--- src/rtl/bin_to_bcd_seq.sv ---
// Sequential binary-to-BCD converter (double dabble, one input bit per clock).
// Optional `BCD_BLANK_EN adds a leading-zero blanking mask output.
module bin_to_bcd_seq #(
    parameter int BIN_W  = 8,
    parameter int DIGITS = 3
) (
    input  logic                clk,
    input  logic                rst_n,
    input  logic                start,
    input  logic [BIN_W-1:0]    bin_in,
    output logic                busy,
    output logic                done,
    output logic [4*DIGITS-1:0] bcd_out,
    output logic                ovf
`ifdef BCD_BLANK_EN
    ,
    output logic [DIGITS-1:0]   blank
`endif
);

    localparam int SW = 4 * DIGITS;
    localparam int CW = $clog2(BIN_W) + 1;
    localparam logic [CW-1:0] LAST = CW'(BIN_W - 1);

    typedef enum logic [1:0] {
        IDLE,
        SHIFT,
        DONE
    } state_t;

    state_t            state;
    state_t            state_nxt;
    logic [BIN_W-1:0]  bin_sr;
    logic [SW-1:0]     scratch;
    logic [SW-1:0]     adj;
    logic              sticky;
    logic [CW-1:0]     count;

    always_ff @(posedge clk) begin
        if (!rst_n) begin
            state <= IDLE;
        end else begin
            state <= state_nxt;
        end
    end

    always_comb begin
        state_nxt = state;
        busy      = 1'b0;
        case (state)
            IDLE: begin
                if (start) begin
                    state_nxt = SHIFT;
                end
            end
            SHIFT: begin
                busy = 1'b1;
                if (count == LAST) begin
                    state_nxt = DONE;
                end
            end
            DONE: begin
                state_nxt = IDLE;
            end
            default: begin
                state_nxt = IDLE;
            end
        endcase
    end

    // Add-3 correction applied to every digit before the shift.
    always_comb begin
        adj = scratch;
        for (int unsigned i = 0; i < DIGITS; i++) begin
            if (scratch[4*i +: 4] >= 4'd5) begin
                adj[4*i +: 4] = scratch[4*i +: 4] + 4'd3;
            end
        end
    end

    always_ff @(posedge clk) begin
        if (!rst_n) begin
            bin_sr  <= '0;
            scratch <= '0;
            sticky  <= 1'b0;
            count   <= '0;
        end else begin
            case (state)
                IDLE: begin
                    if (start) begin
                        bin_sr  <= bin_in;
                        scratch <= '0;
                        sticky  <= 1'b0;
                        count   <= '0;
                    end
                end
                SHIFT: begin
                    // Bit leaving the top digit means the value no longer fits.
                    {scratch, bin_sr} <= {adj[SW-2:0], bin_sr, 1'b0};
                    sticky            <= sticky | adj[SW-1];
                    count             <= count + CW'(1);
                end
                default: begin
                end
            endcase
        end
    end

`ifdef BCD_BLANK_EN
    logic [DIGITS-1:0] blank_nxt;
    logic              upper_zero;

    // Walk from the top digit down; digit 0 is never blanked.
    always_comb begin
        blank_nxt  = '0;
        upper_zero = 1'b1;
        for (int unsigned j = 0; j < DIGITS - 1; j++) begin
            upper_zero               = upper_zero & (scratch[4*(DIGITS-1-j) +: 4] == 4'd0);
            blank_nxt[DIGITS-1-j]    = upper_zero;
        end
    end
`endif

    always_ff @(posedge clk) begin
        if (!rst_n) begin
            done    <= 1'b0;
            bcd_out <= '0;
            ovf     <= 1'b0;
`ifdef BCD_BLANK_EN
            blank   <= '0;
`endif
        end else begin
            done <= (state == DONE);
            if (state == DONE) begin
                bcd_out <= scratch;
                ovf     <= sticky;
`ifdef BCD_BLANK_EN
                blank   <= blank_nxt;
`endif
            end
        end
    end

endmodule

--- config.mk ---
export PLATFORM = sky130hd
export DESIGN_NAME = bin_to_bcd_seq
export DESIGN_NICKNAME = d
export VERILOG_FILES = /design/src/rtl/bin_to_bcd_seq.sv
export SDC_FILE = /design/constraint.sdc
export NUM_CORES = 1
export LEC_CHECK = 0
export CORE_MARGIN = 2
export CORE_UTILIZATION = 40
export CTS_BUF_LIST = sky130_fd_sc_hd__clkbuf_8 sky130_fd_sc_hd__clkbuf_16
export DETAILED_ROUTE_END_ITERATION = 10
export GPL_TIMING_DRIVEN = 1
export SYNTH_ARGS = -nofsm -noshare
export SYNTH_HDL_FRONTEND = slang
export SYNTH_SLANG_ARGS = --single-unit
--- constraint.sdc ---
create_clock -name clk -period 2.35 [get_ports clk]
set_input_delay 0.47 -clock clk [delete_from_list [all_inputs] [get_ports clk]]
set_output_delay 0.47 -clock clk [all_outputs]
set_load 0.01 [all_outputs]
==> results of run 1 <==
through the flow:
step           hold WS (ns)  worst slack, ns  cell area, sq um
2_1_floorplan        0.4450           0.9645              1957
3_3_place_gp         0.4413           0.1900              2215
3_5_place_dp         0.4456           0.1997              2215
4_1_cts              0.4562           0.1486              2301
5_1_grt              0.4827          0.09536              2301
6_report             0.4542           0.1404              2301
worst max-delay path, cell delays in order, from the launching register on:
cell and delay, ns:
dfxtp_1 0.64, nand2b_1 0.20, inv_4 0.09, clkdlybuf4s50_1 0.53
routing by layer:
metal  vias to the layer above  track usage [%]
li1                        839                -
met1                       765            20.13
met2                        32            28.37
met3                         2            5.149
met4                         0            4.242
met5                         -                0
area by class of cell:
cell class / count / area share (%)
timing repair buffer: 32 / 13.16
multi-input combinational: 158 / 42.03
clock buffer: 6 / 3.589
tap: 67 / 3.643
clock inverter: 1 / 0.1631
sequential: 41 / 35.67
inverter: 10 / 1.740
cells by family after synthesis:
group | count (synthesis) | share of synthesized area [%]
AO/OA/AOI/OAI | 62 | 21.74
flip-flops | 41 | 41.94
XOR/XNOR | 2 | 0.8953
adder cells (fa/ha/maj) | 7 | 4.475
AND/OR/NAND/NOR | 87 | 22.31
buffers and inverters | 27 | 8.631
worst min path at each step:
stage	startpoint	endpoint	slack [ns]	depth (start not counted)
4_1_cts	bcd_out[4]$_SDFFE_PN0P_	bcd_out[4]$_SDFFE_PN0P_	0.46	2
3_5_place_dp	bcd_out[8]$_SDFFE_PN0P_	bcd_out[8]$_SDFFE_PN0P_	0.45	2
6_report	bcd_out[8]$_SDFFE_PN0P_	bcd_out[8]$_SDFFE_PN0P_	0.45	2
3_3_place_gp	bcd_out[4]$_SDFFE_PN0P_	bcd_out[4]$_SDFFE_PN0P_	0.44	2
2_1_floorplan	bin_sr[0]$_SDFFE_PN0P_	bin_sr[0]$_SDFFE_PN0P_	0.44	2
5_1_grt	bcd_out[3]$_SDFFE_PN0P_	bcd_out[3]$_SDFFE_PN0P_	0.48	2
power groups by stage:
stage               logic, mW  clock network [mW]  registers (mW)
floorplan              0.0819                   0           0.734
global placement        0.106                   0           0.740
detailed placement      0.106                   0           0.740
CTS                     0.107               0.474           0.724
global route            0.118               0.500           0.726
finish                  0.106               0.458           0.724
placed cells by master, fill, tap and decap left out, types with 3 or more instances in the layout:
cell and count:
a21oi_1 23, nor2_1 11, buf_4 7, nand2_1 39
o21ai_0 8, ha_1 7, a311oi_1 6, or2b_1 3
clkbuf_8 6, nor4b_1 4, o211ai_1 7, clkdlybuf4s50_1 25
a2111o_1 6, nand2b_1 3, nand3_1 14, inv_1 9
dfxtp_1 41
cells in the mapped netlist, types with 3 or more instances:
master and n:
buf_4 4, ha_1 7, buf_2 3, a21oi_1 23, o211ai_1 7, nand3_1 14
nor2_1 11, nand2_1 39, nand2b_1 3, a2111o_1 6, or2b_1 3, buf_6 4
a311oi_1 6, nor4b_1 4, clkbuf_2 4, inv_1 8, o21ai_0 8, dfxtp_1 41
flip-flops by register name (all words and copies together), names as in the netlist:
signal / count
state: 2
sticky: 1
scratch: 12
ovf: 1
bin_sr: 8
done: 1
bcd_out: 12
count: 4
==> impl_metrics.tcl, run 1 <==
set metrics [dict create \
    skew_ns 0.004575 \
    endpoint "busy" \
    startpoint "state[0]$_SDFFE_PN0P_" \
    postCtsSetupRepairBufs 0 \
    min_period_ns 2.210 \
    met3WireLength_microns 141 \
    crit_arrival_ns 1.74 \
    synth_area_leaders "dfxtp_1, nand2_1, a21oi_1" \
    cts.hold.buffers_added 0 \
    synthArstFlopShare_pct 0 \
    grt_max_degree 18 \
    syn_nets 244 \
    dp_cells 308 \
    die_y_microns 73.95 \
    yosysTopAreaCellShare_pct 41.94 \
    p_seq_share_pct 56.2 \
    intPower_mw 0.9868 \
    period_share_pct 94.02 \
    htreeDepth 2 \
    drt_pass1_iterations 4 \
    layout.area.seq_sq_um 820.8 \
    synth-seq-cells 41 \
    die_w_microns 73.95 \
    fp.dieArea_sq_mm 0.005468 \
    r2r_cells 3 \
    syn_inst 226 \
    fmax_ghz 0.4526 \
    rows 25 \
    r2r_setup_slack_ns 0.57 \
    switching_power_mw 0.3012 \
    criticalPathCategory "reg2out" \
    cp-start-kind "flop" \
    cts-root-buf "clkbuf_8" \
    routed.top_layer "met4" \
    m1WireLength_microns 1985 \
    total_power_mw 1.288 \
    ant_nets 0 \
    crit_required_ns 1.88 \
    finalHoldViolations 0 \
    grt_first_pass_wirelength_microns 7024 \
    post-route-util_pct 48.72 \
    cts.sinks 41 \
    place.detailed.hpwl_microns 2770 \
    relSlewSlack_pct 32.34 \
    wl_per_cell_microns 12.87 \
    r2r_end "scratch[11]$_SDFFE_PN0P_" \
    ys_warn_count 0 \
    clock_path_buffers 2 \
    clkSlewWorstSetupHoldPaths_ns 0.08 \
    start_util_pct 41.43 \
    num_vias 1638 \
    path_max_fanout 12 \
    tightest_slew_ns 1.013 \
    syn-cell-area_sq_mm 0.001957 \
    nNetsFinal 266 \
    multi_input_area_sq_um 967.2 \
    status "finished clean" \
    grtUsageTotal_pct 16.52 \
    fillers 464 \
    core_sq_mm 0.004723 \
    slew_violations 0 \
    vias_per_cell 5.200 \
    n_antenna_cell 0 \
    setup_viol 0 \
    fin_setup_tns_ns 0 \
    yosys_most_used_dff "dfxtp_1" \
    swShare_pct 23.38 \
    drt_iter0_markers 84 \
    seq_area_frac_synth_pct 41.94 \
    drive_gt1_share_pct 7.661 \
    tritoncts "done" \
    drc 0 \
    gp_congestion 0.8115 \
    antenna_found_initial 0 \
    vdd_drop_max_mv 0.2462 \
    combPwrFrac_pct 8.2 \
    min_path_type "reg2reg" \
    wirelength_microns 4053 \
    timing.rr.start "state[0]$_SDFFE_PN0P_" \
    syn_to_final_growth_pct 17.58 \
    power.density_mw_per_mm2 559.7 \
    wl_met2_microns 1908 \
    ys_types 41 \
    numCtsBuffers 5 \
    worst_setup_path_end_kind "primary output" \
    port_buffers 25 \
    rsz0062_at_grt "false" \
    avgSynthCellArea_sq_um 8.659 \
    clkLatencyLatePin_ns 0.29 \
    p_leak_nw 0.8184 \
    synth-edff-count 0 \
    gr-total-overflow 0 \
    clkPwrFrac_pct 35.6 \
    pin_count 26 \
    grt_pass1_vias 1541 \
    yosysTopAreaCell "dfxtp_1" \
    instances_no_fill 315 \
    drv_cap 0 \
    cts_resized 0 \
]
Note: power is estimated with default switching activity, not from simulation.
==> inputs of run 2 (changes only) <==
--- a/config.mk
+++ b/config.mk
@@ -6,10 +6,12 @@
 export NUM_CORES = 1
 export LEC_CHECK = 0
 export CORE_MARGIN = 2
-export CORE_UTILIZATION = 40
+export CORE_UTILIZATION = 54
 export CTS_BUF_LIST = sky130_fd_sc_hd__clkbuf_8 sky130_fd_sc_hd__clkbuf_16
 export DETAILED_ROUTE_END_ITERATION = 10
 export GPL_TIMING_DRIVEN = 1
+export MAX_ROUTING_LAYER = met4
+export PLACE_DENSITY = 0.78
 export SYNTH_ARGS = -nofsm -noshare
 export SYNTH_HDL_FRONTEND = slang
 export SYNTH_SLANG_ARGS = --single-unit
==> constraint.sdc (replaced) <==
create_clock -name clk -period 2.3 [get_ports clk]
set_input_delay 0.46 -clock clk [delete_from_list [all_inputs] [get_ports clk]]
set_output_delay 0.46 -clock clk [all_outputs]
set_load 0.01 [all_outputs]
==> impl_metrics.tcl, run 2 (same netlist as run 1, synthesis figures left out) <==
set metrics [dict create \
    status "finished clean" \
    dp_slack_ns 0.5171 \
    top_regs "bcd_out x12, scratch x12, bin_sr x8" \
    cp-start-kind "flop" \
    crit_chain "nand2b_1 -> inv_4 -> clkdlybuf4s50_1" \
    wirelength_microns 3891 \
    start_util_pct 57.29 \
    numCtsBuffers 5 \
    clkLatencyLatePin_ns 0.30 \
    final_cell_mix "dfxtp_1, nand2_1, clkdlybuf4s50_1, a21oi_1, nand3_1" \
    skew_ns 0.004611 \
    p_leak_nw 0.8390 \
    grtUsageMet2_pct 34.64 \
    crit_arrival_ns 1.50 \
    total_power_mw 1.419 \
    worst_setup_path_end_kind "primary output" \
    power.density_mw_per_mm2 613.0 \
    nNetsFinal 269 \
    rows 21 \
    tightest_slew_ns 0.5461 \
    drv_cap 0 \
    n_antenna_cell 0 \
    gp_congestion 0.7929 \
    multi_input_area_sq_um 967.2 \
    worst_slack_ns 0.3391 \
    grt_use_met1_pct 25.83 \
    top_usage_layer "met2" \
    drt_pass1_iterations 4 \
    cts_resized 0 \
    crit_family "buffers and inverters" \
    met3_usage_pct 4.401 \
    rsz0062_at_grt "false" \
    period_share_pct 85.26 \
    cts.sinks 41 \
    relSlewSlack_pct 63.59 \
    die_y_microns 64.20 \
    clkSlewWorstSetupHoldPaths_ns 0.08 \
    vdd_drop_max_mv 0.5735 \
    min_path_type "reg2reg" \
    htreeDepth 2 \
    criticalPathCategory "reg2out" \
    grt_max_degree 24 \
    cp_slowest_stage_delay_ns 0.52 \
    drt_iter0_markers 65 \
    finalHoldViolations 0 \
    grt_first_pass_wirelength_microns 6782 \
    port_buffers 25 \
    drc 0 \
    post-route-util_pct 67.77 \
    grt_pass1_vias 1548 \
    grtUsageTotal_pct 21.73 \
    gr-total-overflow 0 \
    core_sq_mm 0.003416 \
    min_period_ns 1.961 \
    die_w_microns 64.20 \
    path_max_fanout 7 \
    cp_slowest_cell "clkdlybuf4s50_1" \
    num_vias 1665 \
    fmax_ghz 0.5100 \
    place.detailed.hpwl_microns 2623 \
    ant_nets 0 \
    mostFrequentLayoutCell "dfxtp_1" \
    crit_required_ns 1.84 \
    fin_setup_tns_ns 0 \
    wl_per_cell_microns 13.10 \
    clock_path_buffers 2 \
    cts-root-buf "clkbuf_8" \
    fillers 301 \
    pin_count 26 \
    slew_violations 0 \
    tritoncts "done" \
    antenna_found_initial 0 \
    fp.dieArea_sq_mm 0.004122 \
    syn_to_final_growth_pct 18.29 \
    layout.area.seq_sq_um 820.8 \
    drive_gt1_share_pct 9.163 \
    setup_viol 0 \
    vias_per_cell 5.606 \
    postCtsSetupRepairBufs 0 \
    path_buf_inv 2 \
    cts.hold.buffers_added 0 \
]
==> run 2: cell types whose count changed in the layout (fill, tap and decap cells not counted), sizes merged <==
cell | previous run | this run
buf | 7 | 10
bufinv | 0 | 1
clkbuf | 6 | 5
clkinv | 0 | 1
inv | 11 | 10
==> run 2: power by group <==
part	switching, mW	leakage [nW]	internal (mW)
registers	0.0108	0.333	0.725
logic	0.0621	0.452	0.0533
clock network	0.252	0.0540	0.315
total	0.325	0.839	1.09
==> run 2: worst paths after layout <==
check                                          endpoint               startpoint  slack, ns  cells past startpoint
worst max-delay path                               busy    state[1]$_SDFFE_PN0P_       0.34                      3
worst min-delay path            bcd_out[5]$_SDFFE_PN0P_  bcd_out[5]$_SDFFE_PN0P_       0.45                      2
worst max register to register  scratch[9]$_SDFFE_PN0P_  scratch[8]$_SDFFE_PN0P_       0.75                      5
worst min register to register  bcd_out[5]$_SDFFE_PN0P_  bcd_out[5]$_SDFFE_PN0P_       0.45                      2
==> run 2: area by class of cell <==
type | count | share of cell area (%)
well taps | 46 | 2.486
clock buffers | 5 | 2.973
repair buffers | 35 | 14.05
flip-flops and latches | 41 | 35.46
clock inverters | 2 | 1.514
multi-input cells | 158 | 41.78
inverters | 10 | 1.730
==> run 2: tightest hold or removal path: stages, from the launching register on <==
cell     delay, ns
dfxtp_1       0.31
nand2_1       0.05
a21oi_1       0.05
==> run 2: through the flow <==
step / instance area, sq um / cells / hold WS (ns)
after CTS: 2315 / 297 / 0.4560
final: 2315 / 297 / 0.4533
after global placement: 2211 / 290 / 0.4431
after floorplan: 1957 / 226 / 0.4450
after global routing: 2315 / 297 / 0.4752
after detailed placement: 2211 / 290 / 0.4453
==> run 2: per-layer routing <==
layer | routed length (microns) | up-vias
li1 | - | 843
met1 | 1845 | 779
met2 | 1800 | 33
met3 | 134 | 10
met4 | 110 | 0
met5 | 0 | -
==> inputs of run 3 (changes only) <==
--- a/config.mk
+++ b/config.mk
@@ -12,6 +12,8 @@
 export GPL_TIMING_DRIVEN = 1
 export MAX_ROUTING_LAYER = met4
 export PLACE_DENSITY = 0.78
+export SKIP_CTS_REPAIR_TIMING = 1
 export SYNTH_ARGS = -nofsm -noshare
 export SYNTH_HDL_FRONTEND = slang
 export SYNTH_SLANG_ARGS = --single-unit
+export TNS_END_PERCENT = 10
==> results of run 3 <==
No change in the layout: final DEF, timing and power equal those of run 2.
